==> src/rtl/ddc_acq_ctrl.sv <==
// Sequences the ddc: activate/decimation strobes, CIC settle discard, qualified capture count.
// Latency: ddc_val_i to capture_o and start_i to err_o are 1 cycle. No backpressure: ddc_val_i is never stalled.
module ddc_acq_ctrl #(
  parameter int RATE_WIDTH   = 16,
  parameter int CNT_WIDTH    = 24,
  parameter int CIC_MAXRATE  = 50,
  parameter int SETTLE_COUNT = 5
) (
  input  logic                  clk_i,
  input  logic                  rst_n_i,
  input  logic                  start_i,
  input  logic                  stop_i,
  input  logic [RATE_WIDTH-1:0] rate_i,
  input  logic [CNT_WIDTH-1:0]  nsamples_i,
  input  logic                  ddc_val_i,
  output logic                  act_o,
  output logic                  act_out_o,
  output logic                  capture_o,
  output logic [CNT_WIDTH-1:0]  sample_cnt_o,
  output logic                  busy_o,
  output logic                  done_o,
  output logic                  err_o
);

  localparam int SW = $clog2(SETTLE_COUNT + 1);
  localparam logic [RATE_WIDTH-1:0] RATE_MIN    = RATE_WIDTH'(2);
  localparam logic [RATE_WIDTH-1:0] RATE_MAX    = RATE_WIDTH'(CIC_MAXRATE);
  localparam logic [SW-1:0]         SETTLE_LAST = SW'(SETTLE_COUNT - 1);

  typedef enum logic [1:0] {IDLE, SETTLE, ACQUIRE} state_t;

  state_t                state_q, state_d;
  logic [RATE_WIDTH-1:0] rate_q, rate_d;
  logic [CNT_WIDTH-1:0]  nsamp_q, nsamp_d;
  logic [RATE_WIDTH-1:0] dec_cnt_q, dec_cnt_d;
  logic [SW-1:0]         settle_q, settle_d;
  logic [CNT_WIDTH-1:0]  cnt_q, cnt_d, cnt_inc;
  logic                  act_out_q, act_out_d;
  logic                  capture_q, capture_d;
  logic                  done_q, done_d;
  logic                  err_q, err_d;
  logic                  rate_ok;

  always_ff @(posedge clk_i or negedge rst_n_i) begin
    if (!rst_n_i) begin
      state_q   <= IDLE;
      rate_q    <= '0;
      nsamp_q   <= '0;
      dec_cnt_q <= '0;
      settle_q  <= '0;
      cnt_q     <= '0;
      act_out_q <= 1'b0;
      capture_q <= 1'b0;
      done_q    <= 1'b0;
      err_q     <= 1'b0;
    end else begin
      state_q   <= state_d;
      rate_q    <= rate_d;
      nsamp_q   <= nsamp_d;
      dec_cnt_q <= dec_cnt_d;
      settle_q  <= settle_d;
      cnt_q     <= cnt_d;
      act_out_q <= act_out_d;
      capture_q <= capture_d;
      done_q    <= done_d;
      err_q     <= err_d;
    end
  end

  always_comb begin
    state_d   = state_q;
    rate_d    = rate_q;
    nsamp_d   = nsamp_q;
    dec_cnt_d = dec_cnt_q;
    settle_d  = settle_q;
    cnt_d     = cnt_q;
    act_out_d = 1'b0;
    capture_d = 1'b0;
    done_d    = 1'b0;
    err_d     = 1'b0;
    cnt_inc   = cnt_q + CNT_WIDTH'(1);
    rate_ok   = (rate_i >= RATE_MIN) && (rate_i <= RATE_MAX);

    case (state_q)
      IDLE: begin
        if (start_i) begin
          if (rate_ok) begin
            rate_d    = rate_i;
            nsamp_d   = nsamples_i;
            dec_cnt_d = '0;
            settle_d  = '0;
            cnt_d     = '0;
            state_d   = SETTLE;
          end else begin
            err_d = 1'b1;
          end
        end
      end
      SETTLE: begin
        if (stop_i) begin
          state_d = IDLE;
        end else if (ddc_val_i) begin
          settle_d = settle_q + SW'(1);
          if (settle_q == SETTLE_LAST) state_d = ACQUIRE;
        end
      end
      ACQUIRE: begin
        if (stop_i) begin
          state_d = IDLE;
        end else if (ddc_val_i) begin
          capture_d = 1'b1;
          cnt_d     = cnt_inc;
          if ((nsamp_q != '0) && (cnt_inc == nsamp_q)) begin
            done_d  = 1'b1;
            state_d = IDLE;
          end
        end
      end
      default: state_d = IDLE;
    endcase

    // Strobe only while staying active, so it drops on the same edge as stop/done.
    if ((state_q != IDLE) && (state_d != IDLE)) begin
      act_out_d = (dec_cnt_q == (rate_q - RATE_WIDTH'(1)));
      dec_cnt_d = act_out_d ? '0 : dec_cnt_q + RATE_WIDTH'(1);
    end
  end

  assign act_o        = (state_q != IDLE);
  assign busy_o       = (state_q != IDLE);
  assign act_out_o    = act_out_q;
  assign capture_o    = capture_q;
  assign sample_cnt_o = cnt_q;
  assign done_o       = done_q;
  assign err_o        = err_q;

endmodule
==> config.mk <==
export PLATFORM = sky130hd
export DESIGN_NAME = ddc_acq_ctrl
export DESIGN_NICKNAME = d
export VERILOG_FILES = /design/src/rtl/ddc_acq_ctrl.sv
export SDC_FILE = /design/constraint.sdc
export NUM_CORES = 1
export LEC_CHECK = 0
export CAP_MARGIN = 20
export CORE_UTILIZATION = 60
export DETAILED_ROUTE_END_ITERATION = 8
export PLACE_DENSITY = 0.86
export SYNTH_ARGS = -nofsm -noshare
export SYNTH_HDL_FRONTEND = slang
export SYNTH_SLANG_ARGS = --single-unit
==> constraint.sdc <==
create_clock -name clk_i -period 8.8 [get_ports clk_i]
set_clock_uncertainty 0.1 [all_clocks]
set_input_delay 1.32 -clock clk_i [delete_from_list [all_inputs] [get_ports clk_i]]
set_output_delay 1.32 -clock clk_i [all_outputs]
set_load 0.05 [all_outputs]
## After elaboration in Yosys (flattened, before gate mapping)

Cells that the tools add are included.

| word-level totals | value |
|---|---|
| flip-flop bits (word level) | 89 |
| input bits | 45 |
| output and inout bits | 30 |

| operators by class | value |
|---|---|
| add/subtract/negate cells | 4 |
| order comparisons | 2 |
| equality and inequality tests | 11 |
| mux-type cells | 35 |
| reductions and logical operators | 16 |

Operators by type and width:

| cell | number |
|---|---|
| $mux W24 | 4 |
| $mux W16 | 5 |
| $pmux W24 S2 | 1 |
| $add A24 B1 Y24 const B | 1 |
| $eq A24 B24 Y1 | 1 |
| $reduce_bool A24 Y1 | 1 |
| $add A16 B1 Y16 const B | 1 |
| $eq A16 B16 Y1 | 1 |
| $ge A16 B2 Y1 const B | 1 |
| $le A16 B6 Y1 const B | 1 |
| $mux W2 | 8 |
| $sub A16 B1 Y16 const B | 1 |
| $reduce_bool A2 Y1 | 7 |
| $mux W3 | 4 |
| $ne A2 B2 Y1 const B | 6 |
| $mux W1 | 11 |
| $reduce_and A5 Y1 | 2 |
| $pmux W2 S3 | 1 |
| $pmux W3 S2 | 1 |
| $reduce_and A3 Y1 | 2 |
| $add A3 B1 Y3 const B | 1 |
| $eq A3 B3 Y1 const B | 1 |
| $logic_and A1 B1 Y1 | 3 |
| $eq A2 B1 Y1 const B | 1 |
| other kinds (2) | 2 |

## Logic depth before layout (Yosys ltp)

Gate-level depths: netlist of run 1.

| logic depth | value |
|---|---|
| word-level depth | 11 |
| gate-level depth with buffers | 13 |

## Worst setup path after synthesis of run 1

OpenSTA, ideal clock, no wires.

| timing path | value |
|---|---|
| path type | register to register |
| start point | reg cnt_q[12] (netlist: sample_cnt_o[12]) |
| end point | reg dec_cnt_q[14] |
| setup time | 0.124 ns |
| arrival time | 3.063 ns |
| data required time | 8.576 ns |
| setup slack | 5.513 ns |
| stages on the path, launching flop included | 12 |
| buffers on the path | 2 |
| clock period less this slack | 3.287 ns |
| cell sequence | dfrtp_1 -> buf_2 -> nand4_4 -> or3_1 -> or3_1 -> a22o_1 -> nor4_2 -> nand4_1 -> a211oi_2 -> buf_6 -> nor4_1 -> a211o_1 |

| between the ends | value |
|---|---|
| word-level cells in the longest chain between the ends | 11 |
| elaborated cells on any way between the ends | 14 |

RTL lines:

| what | line | text |
|---|---|---|
| start: declaration | 37 | `logic [CNT_WIDTH-1:0] cnt_q, cnt_d, cnt_inc;` |
| start signal: assignment | 62 | `cnt_q <= cnt_d;` |
| $add A24 B1 Y24 * | 81 | `cnt_inc = cnt_q + CNT_WIDTH'(1);` |
| $eq A24 B24 Y1 * | 113 | `if ((nsamp_q != '0) && (cnt_inc == nsamp_q)) begin` |
| $logic_and A1 B1 Y1 * | 113 |  |
| $mux W2 * | 113 |  |
| $mux W2 * | 110 | `end else if (ddc_val_i) begin` |
| $mux W2 * | 108 | `if (stop_i) begin` |
| $pmux W2 S3 * | 84 | `case (state_q)` |
| $reduce_bool A2 Y1 * | 123 | `if ((state_q != IDLE) && (state_d != IDLE)) begin` |
| $logic_and A1 B1 Y1 * | 123 |  |
| $reduce_bool A2 Y1 (no source line) | -- |  |
| $reduce_and A3 Y1 (no source line) | -- |  |
| end signal: assignment | 60 | `dec_cnt_q <= dec_cnt_d;` |
| end: declaration | 35 | `logic [RATE_WIDTH-1:0] dec_cnt_q, dec_cnt_d;` |

Mark *: on every way between the ends. The rest lies on a longest branch, timed or not.
A chain may end at the register's enable or synchronous reset.

## Final worst setup path of run 1

| timing path | value |
|---|---|
| start point | reg cnt_q[4] (netlist: sample_cnt_o[4]) |
| end point | reg dec_cnt_q[14] |

Same word-level chain as after synthesis.

==> results of run 1 <==
-- cell usage after synthesis, types with 5 or more instances --
master / number / area share, %
nand2_1: 32 / 2.2
mux2_2: 29 / 5.9
buf_2: 10 / 0.91
nand3_1: 26 / 2.4
xnor2_1: 30 / 4.8
xor2_1: 19 / 3.0
nor2_1: 28 / 1.9
o21ai_1: 6 / 0.54
clkbuf_1: 16 / 1.1
o31ai_1: 14 / 1.9
and4_1: 5 / 0.79
inv_1: 17 / 1.2
nor2b_1: 18 / 2.0
and3_1: 20 / 2.3
or3_1: 9 / 1.0
o21ai_2: 14 / 2.2
nand2b_1: 7 / 0.79
nor4_1: 14 / 1.6
nand4_1: 10 / 1.1
o21ai_0: 45 / 4.1
a31oi_1: 6 / 0.68
nor3_1: 10 / 0.91
a21oi_1: 19 / 1.7
ha_1: 5 / 1.1
nor2_2: 8 / 0.91
dfrtp_1: 89 / 40
-- cell families (layout without fill, tap and decap cells) --
family / Yosys count / in the layout / share of synthesized area [%]
multiplexers: 34 / 34 / 6.88
flip-flops: 89 / 89 / 40.4
adder cells (fa/ha/maj): 5 / 5 / 1.13
AND/OR/NAND/NOR: 209 / 209 / 22.0
AO/OA/AOI/OAI: 141 / 141 / 17.2
XOR/XNOR: 49 / 49 / 7.78
buffers and inverters: 49 / 111 / 4.63
-- layout make-up --
type	count	share of cell area (%)
Tap cell	108	2.10
Timing Repair Buffer	78	11.9
Sequential cell	89	34.6
Clock inverter	7	1.21
Multi-Input combinational cell	438	47.2
Clock buffer	9	1.93
Inverter	17	0.992
-- power breakdown --
part / internal (mW) / leakage [nW] / switching [mW]
clock: 0.134 / 0.101 / 0.161
combinational: 0.0302 / 1.49 / 0.0259
sequential: 0.413 / 1.22 / 0.00670
-- layer usage --
metal  track usage [%]  vias to the layer above  share of wire (%)
met5                 0                        -                  0
met4              11.7                        0                3.1
met3              5.87                       38                6.5
met2              45.3                      212                 45
met1              41.7                     2327                 45
li1                  -                     2231                  -
-- worst register-to-register path: stages (launching register included) --
cell	delay, ns
dfrtp_1	0.55
nand3_1	0.45
nor3_2	0.91
and3_1	0.28
o211ai_1	0.09
nor4_2	0.29
nand4_1	0.27
a211oi_2	0.29
buf_4	0.32
nor4_1	0.10
a211o_1	0.23
-- layout by cell type, fill, tap and decap left out, types with 5 or more instances in the layout --
master | netlist | routed
nor2_1 | 28 | 28
o31ai_1 | 14 | 14
nand4_1 | 10 | 10
mux2_2 | 29 | 29
xor2_1 | 19 | 19
clkbuf_8 | 0 | 9
or3_1 | 9 | 9
ha_1 | 5 | 5
nand3_1 | 26 | 26
nand2_1 | 32 | 32
nand2b_1 | 7 | 7
o21ai_2 | 14 | 14
and4_1 | 5 | 5
o21ai_1 | 6 | 7
dfrtp_1 | 89 | 89
clkdlybuf4s50_1 | 0 | 73
a31oi_1 | 6 | 6
o21ai_0 | 45 | 44
and3_1 | 20 | 20
nor2_2 | 8 | 8
inv_1 | 17 | 17
nor2b_1 | 18 | 18
xnor2_1 | 30 | 30
buf_4 | 1 | 5
a21oi_1 | 19 | 19
nor4_1 | 14 | 14
nor3_1 | 10 | 9
-- through the flow --
stage               cell area, µm²  instances
global route                  6430        746
detailed placement            6230        730
CTS                           6430        746
finish                        6430        746
global placement              6230        730
floorplan                     5510        576
-- worst min path at each step --
stage                       startpoint  depth (start not counted)  slack, ns                 endpoint
2_1_floorplan  settle_q[2]$_DFFE_PN0P_                          2       0.38  settle_q[2]$_DFFE_PN0P_
3_3_place_gp    rate_q[15]$_DFFE_PN0P_                          1       0.40   rate_q[15]$_DFFE_PN0P_
3_5_place_dp   settle_q[2]$_DFFE_PN0P_                          2       0.42  settle_q[2]$_DFFE_PN0P_
4_1_cts         rate_q[15]$_DFFE_PN0P_                          1       0.44   rate_q[15]$_DFFE_PN0P_
5_1_grt         rate_q[15]$_DFFE_PN0P_                          1       0.49   rate_q[15]$_DFFE_PN0P_
6_report        rate_q[15]$_DFFE_PN0P_                          1       0.44   rate_q[15]$_DFFE_PN0P_
-- sequential cells by signal, summed over array words and instances, names as in the netlist --
name          cells
act_out_o         1
capture_o         1
dec_cnt_q        16
done_o            1
err_o             1
nsamp_q          24
rate_q           16
sample_cnt_o     24
settle_q          3
state_q           2
==> metrics.csv, run 1 <==
metric,value,unit
fin_ws,4.81,ns
r2r-start,sample_cnt_o[4]$_DFFE_PN0P_,
cellLeakagePower,2.80,nW
cts_hold_buf,0,
regArea,2230,µm²
outcome,"finished, violations left",
final_util,73.0,%
pin_count,75,
holdCritPathClass,reg2reg,
setup-violations-final,0,
synth_cell_types,69,
cts_resized,0,
worst_pin_slew,1.07,ns
grt_max_degree,74,
die_y,97.9,µm
reg2reg_to,dec_cnt_q[14]$_DFFE_PN0P_,
via_per_inst,6.45,
power_density,120,nW/µm²
dr_total_vias,4808,
place.gp.congestion,0.960,
crit_arrival,4.16,ns
drv_slew,0,
cap_violations,0,
synthFlopType,dfrtp_1,
antenna_found_initial,0,
r2r_slack,4.81,ns
synth_edf_count,0,
synthesis.nets,626,
layout-drive-gt1-share,13.8,%
pre_cts_slack,4.88,ns
dieArea,9580,µm²
cp_num_buf_inv,1,
netlist_instances,576,
cts.sinks,89,
ant_nets,0,
start_kind,flip-flop,
worst_setup_path_end_kind,flip-flop,
criticalPathCategory,reg2reg,
fin_crit_sh,45.3,%
cts_root_buffer,clkbuf_8,
relSlewSlack,28.6,%
crit_start,sample_cnt_o[4]$_DFFE_PN0P_,
cts_tree,done,
die_x,97.9,µm
fin_hold_ws,0.444,ns
async_flop_share,100,%
wirelength,13600,µm
grt_usage,29.6,%
irDropWorstVdd,0.0000874,V
nets,683,
rsz0062_at_grt,false,
required,8.97,ns
hold_viol_final,0,
yosys_warnings,0,
cp.depth,10,
grt_pass1_wl,22600,µm
cp_max_fo,20,
fin_crit,3.99,ns
drc,6,
row_count,34,
overflow,0,
timing.fmax,251,MHz
total_power,0.772,mW
num-fill-cells,644,
ff2ff_path_depth,10,
ys_ff_latch,89,
synth_seq_area_share,40.4,%
crit_slowest_cell,nor3_2,
place_hpwl,9850,µm
cts_setup_buffers,0,
h-tree-depth,3,
antenna_cells,0,
cpPeakStageDelay,0.91,ns
fin_tns_setup,0,ns
drt_pass1_iterations,7,
drtIter0Drc,339,
fp.coreArea,8810,µm²
start_util,62.6,%
synth_area,5510,µm²
numCtsBuffers,9,
cts.path.max_buffers,2,
violations,design-rule violations,
worstSetupEndpoint,dec_cnt_q[14]$_DFFE_PN0P_,
port-buffer-count,74,
crit_family,simple AND/OR/NAND/NOR gates,
areaGrowthSynthToFinish,16.7,%
grt_pass1_vias,4609,
path_cells,"nand3_1, nor3_2, and3_1, o211ai_1, nor4_2, nand4_1, a211oi_2, buf_4, nor4_1, a211o_1",
wire_per_inst,18.3,µm
multi_input_area,3040,µm²
avgSynthCellArea,9.57,µm²
clk_pin_slew,0.10,ns
clk_latency,0.38,ns
No activity file was read; power rests on OpenSTA's default activity.
==> run 2: changes to the inputs <==
--- a/config.mk
+++ b/config.mk
@@ -6,9 +6,9 @@
 export NUM_CORES = 1
 export LEC_CHECK = 0
 export CAP_MARGIN = 20
-export CORE_UTILIZATION = 60
+export CORE_UTILIZATION = 50
 export DETAILED_ROUTE_END_ITERATION = 8
-export PLACE_DENSITY = 0.86
+export PLACE_DENSITY = 0.77
 export SYNTH_ARGS = -nofsm -noshare
 export SYNTH_HDL_FRONTEND = slang
 export SYNTH_SLANG_ARGS = --single-unit
==> constraint.sdc (replaced) <==
create_clock -name clk_i -period 3.2 [get_ports clk_i]
set_clock_uncertainty 0.1 [all_clocks]
set_input_delay 0.48 -clock clk_i [delete_from_list [all_inputs] [get_ports clk_i]]
set_output_delay 0.48 -clock clk_i [all_outputs]
set_load 0.05 [all_outputs]
==> metrics.csv, run 2 (synthesized netlist as in run 1, its figures left out) <==
metric,value,unit,change
dr_total_vias,5028,,+4.6%
final_cells,821,,+10%
overflow,0,,unchanged
cp_max_fo,5,,-75%
fin_crit_sh,97.6,%,+52 points
drt_pass1_iterations,5,,-2
holdCritPathClass,in2async,,
irDropWorstVdd,0.000223,V,+160%
outcome,completed,,
fin_hold_ws,0.0371,ns,-0.407 ns
areaGrowthSynthToFinish,24.5,%,
setup-violations-final,0,,unchanged
cpPeakStageDelay,0.50,ns,-0.41 ns
dp_cells,796,,+9.0%
fp.coreArea,10500,µm²,+19%
row_count,37,,+8.8%
crit_family,simple AND/OR/NAND/NOR gates,,
cts_tree,done,,
layout-drive-gt1-share,21.8,%,+8.0 points
wire_per_inst,17.9,µm,-2.3%
cts.path.max_buffers,2,,unchanged
clk_pin_slew,0.10,ns,about the same
place_hpwl,10600,µm,+7.4%
num-fill-cells,845,,+31%
port-buffer-count,74,,unchanged
ant_nets,0,,unchanged
place.gp.congestion,0.963,,+0.30%
hold_viol_final,0,,unchanged
die_x,107,µm,+9.3%
grt_pass1_vias,4757,,+3.2%
cellLeakagePower,3.02,nW,+7.8%
criticalPathCategory,reg2reg,,
drc,0,,-6
power_density,299,nW/µm²,+150%
antenna_found_initial,0,,unchanged
cts.sinks,89,,unchanged
start_util,52.5,%,-10 points
clk_latency,0.38,ns,about the same
path_cells,"inv_2, ha_1, or4b_4, nand3b_1, mux2_1, mux2i_1, o22ai_2, a31o_4, or4_1, o211ai_1",,
cts_root_buffer,clkbuf_8,,
dieArea,11400,µm²,+20%
nets,730,,+6.9%
layout.cells.most_common_list,"81 x dfrtp_1, 73 x clkdlybuf4s50_1, 49 x buf_4",,
numCtsBuffers,9,,unchanged
worst_setup_path_end_kind,flip-flop,,
crit_slowest_cell,or4b_4,,
drtIter0Drc,297,,-12%
antenna_cells,0,,unchanged
via_per_inst,6.12,,-5.0%
required,3.39,ns,-5.58 ns
fin_crit,3.12,ns,-0.864 ns
grt_pass1_wl,23600,µm,+4.6%
cts_hold_buf,0,,unchanged
start_kind,flip-flop,,
final_util,65.3,%,-7.7 points
drv_slew,0,,unchanged
relSlewSlack,54.5,%,+26 points
fin_tns_setup,0,ns,unchanged
h-tree-depth,3,,unchanged
wirelength,14700,µm,+7.5%
crit_arrival,3.31,ns,-0.85 ns
pin_count,75,,unchanged
worst_pin_slew,0.683,ns,-0.386 ns
cap_violations,0,,unchanged
timing.fmax,320,MHz,+28%
total_power,2.05,mW,+170%
die_y,107,µm,+9.3%
grt_usage,26.3,%,-3.3 points
grt_max_degree,53,,-28%
cp_num_buf_inv,1,,unchanged
final_common_cell,dfrtp_1,,
## run 2: layer usage
| layer | global-route usage [%] | share of wire [%] | up-vias |
|---|---|---|---|
| met2 | 43.0 | 47 | 180 |
| met3 | 3.59 | 6.2 | 26 |
| met1 | 36.0 | 45 | 2493 |
| li1 | - | - | 2329 |
| met5 | 0 | 0 | - |
| met4 | 8.71 | 1.8 | 0 |
## run 2: area by class of cell
| class | instances | area, µm² | area share (%) |
|---|---|---|---|
| Clock buffer | 9 | 124 | 1.80 |
| Sequential cell | 89 | 2240 | 32.6 |
| Tap cell | 136 | 170 | 2.48 |
| Clock inverter | 7 | 55.1 | 0.802 |
| Multi-Input combinational cell | 440 | 3100 | 45.1 |
| Inverter | 17 | 63.8 | 0.930 |
| Timing Repair Buffer | 123 | 1120 | 16.3 |
## run 2: stage by stage
step,cell area (µm²),worst slack (ns)
finish,6860,0.0770
CTS,6750,0.0186
global route,6860,-0.0452
detailed placement,6570,0.0448
global placement,6570,0.106
floorplan,5520,0.00993
## run 2: what timing repair did
item                                    CTS  global route
setup buffers                             0             7
endpoints found under the setup margin    0            16
resized for setup                         0            10
## run 2: path summary, 6_finish.rpt
kind                                        start  slack (ns)  depth (start not counted)                            to
setup / recovery            rate_q[0]$_DFFE_PN0P_        0.08                         10     dec_cnt_q[15]$_DFFE_PN0P_
hold / removal                            rst_n_i        0.04                          1  sample_cnt_o[21]$_DFFE_PN0P_
setup reg to reg            rate_q[0]$_DFFE_PN0P_        0.08                         10     dec_cnt_q[15]$_DFFE_PN0P_
hold reg to reg            rate_q[15]$_DFFE_PN0P_        0.43                          1        rate_q[15]$_DFFE_PN0P_
max in group asynchronous                 rst_n_i        2.20                          2     dec_cnt_q[10]$_DFFE_PN0P_
min in group clk_i         rate_q[15]$_DFFE_PN0P_        0.43                          1        rate_q[15]$_DFFE_PN0P_
## run 2: report_power, final
group,switching (mW),leakage [nW],internal [mW]
logic,0.0740,1.73,0.0874
clock network,0.443,0.0862,0.289
registers,0.0193,1.20,1.14
total,0.536,3.02,1.51
==> run 3: changes to the inputs <==
--- a/config.mk
+++ b/config.mk
@@ -5,7 +5,6 @@
 export SDC_FILE = /design/constraint.sdc
 export NUM_CORES = 1
 export LEC_CHECK = 0
-export CAP_MARGIN = 20
 export CORE_UTILIZATION = 50
 export DETAILED_ROUTE_END_ITERATION = 8
 export PLACE_DENSITY = 0.77
==> results of run 3 <==
The final DEF is identical to that of run 2; final timing and power are the same.
==> RTL change (settings of run 3) <==
Encoding of `state_t`: now one-hot (3 bits for 3 states).
--- a/src/rtl/ddc_acq_ctrl.sv
+++ b/src/rtl/ddc_acq_ctrl.sv
@@ -27,7 +27,7 @@
   localparam logic [RATE_WIDTH-1:0] RATE_MAX    = RATE_WIDTH'(CIC_MAXRATE);
   localparam logic [SW-1:0]         SETTLE_LAST = SW'(SETTLE_COUNT - 1);
 
-  typedef enum logic [1:0] {IDLE, SETTLE, ACQUIRE} state_t;
+  typedef enum logic [2:0] {IDLE = 3'b001, SETTLE = 3'b010, ACQUIRE = 3'b100} state_t;
 
   state_t                state_q, state_d;
   logic [RATE_WIDTH-1:0] rate_q, rate_d;
Check against the original RTL: no difference found for any inputs over 10 cycles, from zero or initial values and one cycle with rst_n_i low; not proved beyond that.
==> RTL change against run 3 <==
Cell area grew 0.67%; sequential cell count is 1 higher; critical endpoint unchanged; worst hold slack better by 0.39 ns; area after synthesis grew 1.5%; wire length shrank 1.3%; synthesized cell count grew 2.3%; clock power up 21%; total power increased by 6.1%; setup slack better by 0.016 ns.
==> RTL change: results (changes against run 3) <==
aggregate global-route resource usage=0.261 (-0.00212); number of buffers created by CTS=9 (unchanged); Cells on Worst Hold Path=1; Synth Net Count=639 (+2.1%); post-place setup slack=0.0191 ns (-0.0257 ns); highest metal used=met4; average wire length per cell after detail routing=17.6 µm (-1.5%); final non-filler cell total=822 (+0.12%); outcome=complete, no violations; half-perimeter wire length of the detailed placement result=10.4 mm (-1.8%); number of library cell types mapped by synthesis=65 (-5.8%); wire length on met2=6.80 mm (-1.1%); Worst R2R Path Depth=8 (-2); Clock transition at path regs=0.09 ns; layout cells sized above 1=0.172 (-0.0460); buffer cell driving the clock tree root=sky130_fd_sc_hd__clkbuf_8; number of global-route vias before repair=4817 (+1.3%); # placed instances=805 (+1.1%); Routability Congestion=0.898 (-6.7%); Relative slew margins=0.530 (-0.0148); count of synthesis-stage warnings from yosys=0 (unchanged); most used standard cells in the synthesized netlist=89 x sky130_fd_sc_hd__dfrtp_1, 47 x sky130_fd_sc_hd__o21ai_0, 42 x sky130_fd_sc_hd__nor2_1, 40 x sky130_fd_sc_hd__nand2_1, 32 x sky130_fd_sc_hd__xnor2_1; worst-case register-to-register setup slack=0.09 ns (+0.02 ns); Critical Path Fanout Max=8 (+3); Critical Path AT=3.27 ns (-0.04 ns); share of the yosys chip area belonging to registers=0.403 (-0.00118); placed inst area=6610 µm² (+0.57%); Buffers on Ports=74 (unchanged); met3 WL post-DR=980 µm (+8.4%); maximum clock path buffer count=2 (unchanged); path class of the lowest-slack min-delay path=register to register; Area contributors post-synth=sky130_fd_sc_hd__dfrtp_1 40%, sky130_fd_sc_hd__mux2_2 5.8%, sky130_fd_sc_hd__xnor2_1 5.0%; # diodes=0 (unchanged); vias per std cell=6.16 (+0.65%); worst setup path start=sample_cnt_o[9]; pin count of the biggest net entering global routing=54 (+1.9%); global-route wire length before repair=23.7 mm (+0.32%); number of nets in the finished design=727 (-0.41%); Max Freq=322 MHz (+0.52%); average cell area after synthesis=9.50 µm² (-0.76%); count of flip-flops with a built-in enable after synthesis=0 (unchanged); FF-to-FF End=dec_cnt_q[15]; maximum level of the CTS H-tree=3 (unchanged); highest ir drop seen on vdd=198 µV (-11%); drt first-iter violations=265 (-11%); Hold Worst Slack=0.422 ns (+0.385 ns); Metal-1 WL=6.38 mm (-3.6%); number of search-and-repair iterations in the first detailed-routing pass=5 (unchanged); antenna violations before repair=0 (unchanged); LEAKAGE=3.01 nW (-0.24%); buffers inserted by post-CTS timing repair=0 (unchanged)
-- RTL change: final cells by class --
cell class / count / area [µm²]
clock buffer: 12 / 145
clock inverter: 4 / 75.1
fill: 875 / 3980
inverter: 16 / 60.1
multi-input combinational: 453 / 3190
sequential: 90 / 2270
tap: 140 / 175
timing repair buffer: 107 / 996
-- RTL change: logic make-up after synthesis --
family,after synthesis,share of synthesized area
adder cells (fa/ha/maj),5,0.0112
XOR/XNOR,55,0.0861
AO/OA/AOI/OAI,130,0.152
AND/OR/NAND/NOR,231,0.242
buffers and inverters,46,0.0423
flip-flops,90,0.403
multiplexers,32,0.0637
-- RTL change: critical path, stage by stage (launching register included) --
cell,delay [ns]
sky130_fd_sc_hd__dfrtp_2,0.47
sky130_fd_sc_hd__nand4_4,0.20
sky130_fd_sc_hd__nor4_4,0.41
sky130_fd_sc_hd__nand4_1,0.14
sky130_fd_sc_hd__o21ai_1,0.20
sky130_fd_sc_hd__or4b_4,0.53
sky130_fd_sc_hd__or4_4,0.53
sky130_fd_sc_hd__and3_4,0.20
sky130_fd_sc_hd__a22o_1,0.19
-- RTL change: layer usage --
layer / vias up / track usage
met4: 0 / 0.102
met2: 232 / 0.398
li1: 2353 / -
met5: - / 0
met1: 2451 / 0.366
met3: 31 / 0.0478
-- RTL change: what timing repair did --
action | 4_1_cts | 5_1_grt
setup endpoints to repair | 0 | 14
endpoints found under the hold margin | 37 | 0
hold buffers | 1 | 0
resized for setup | 0 | 12
-- RTL change: power by group --
part,internal [mW],switching [mW],total [mW]
clock network,0.462,0.424,0.887
registers,1.14,0.00758,1.15
logic,0.0746,0.0630,0.138
total,1.68,0.495,2.17
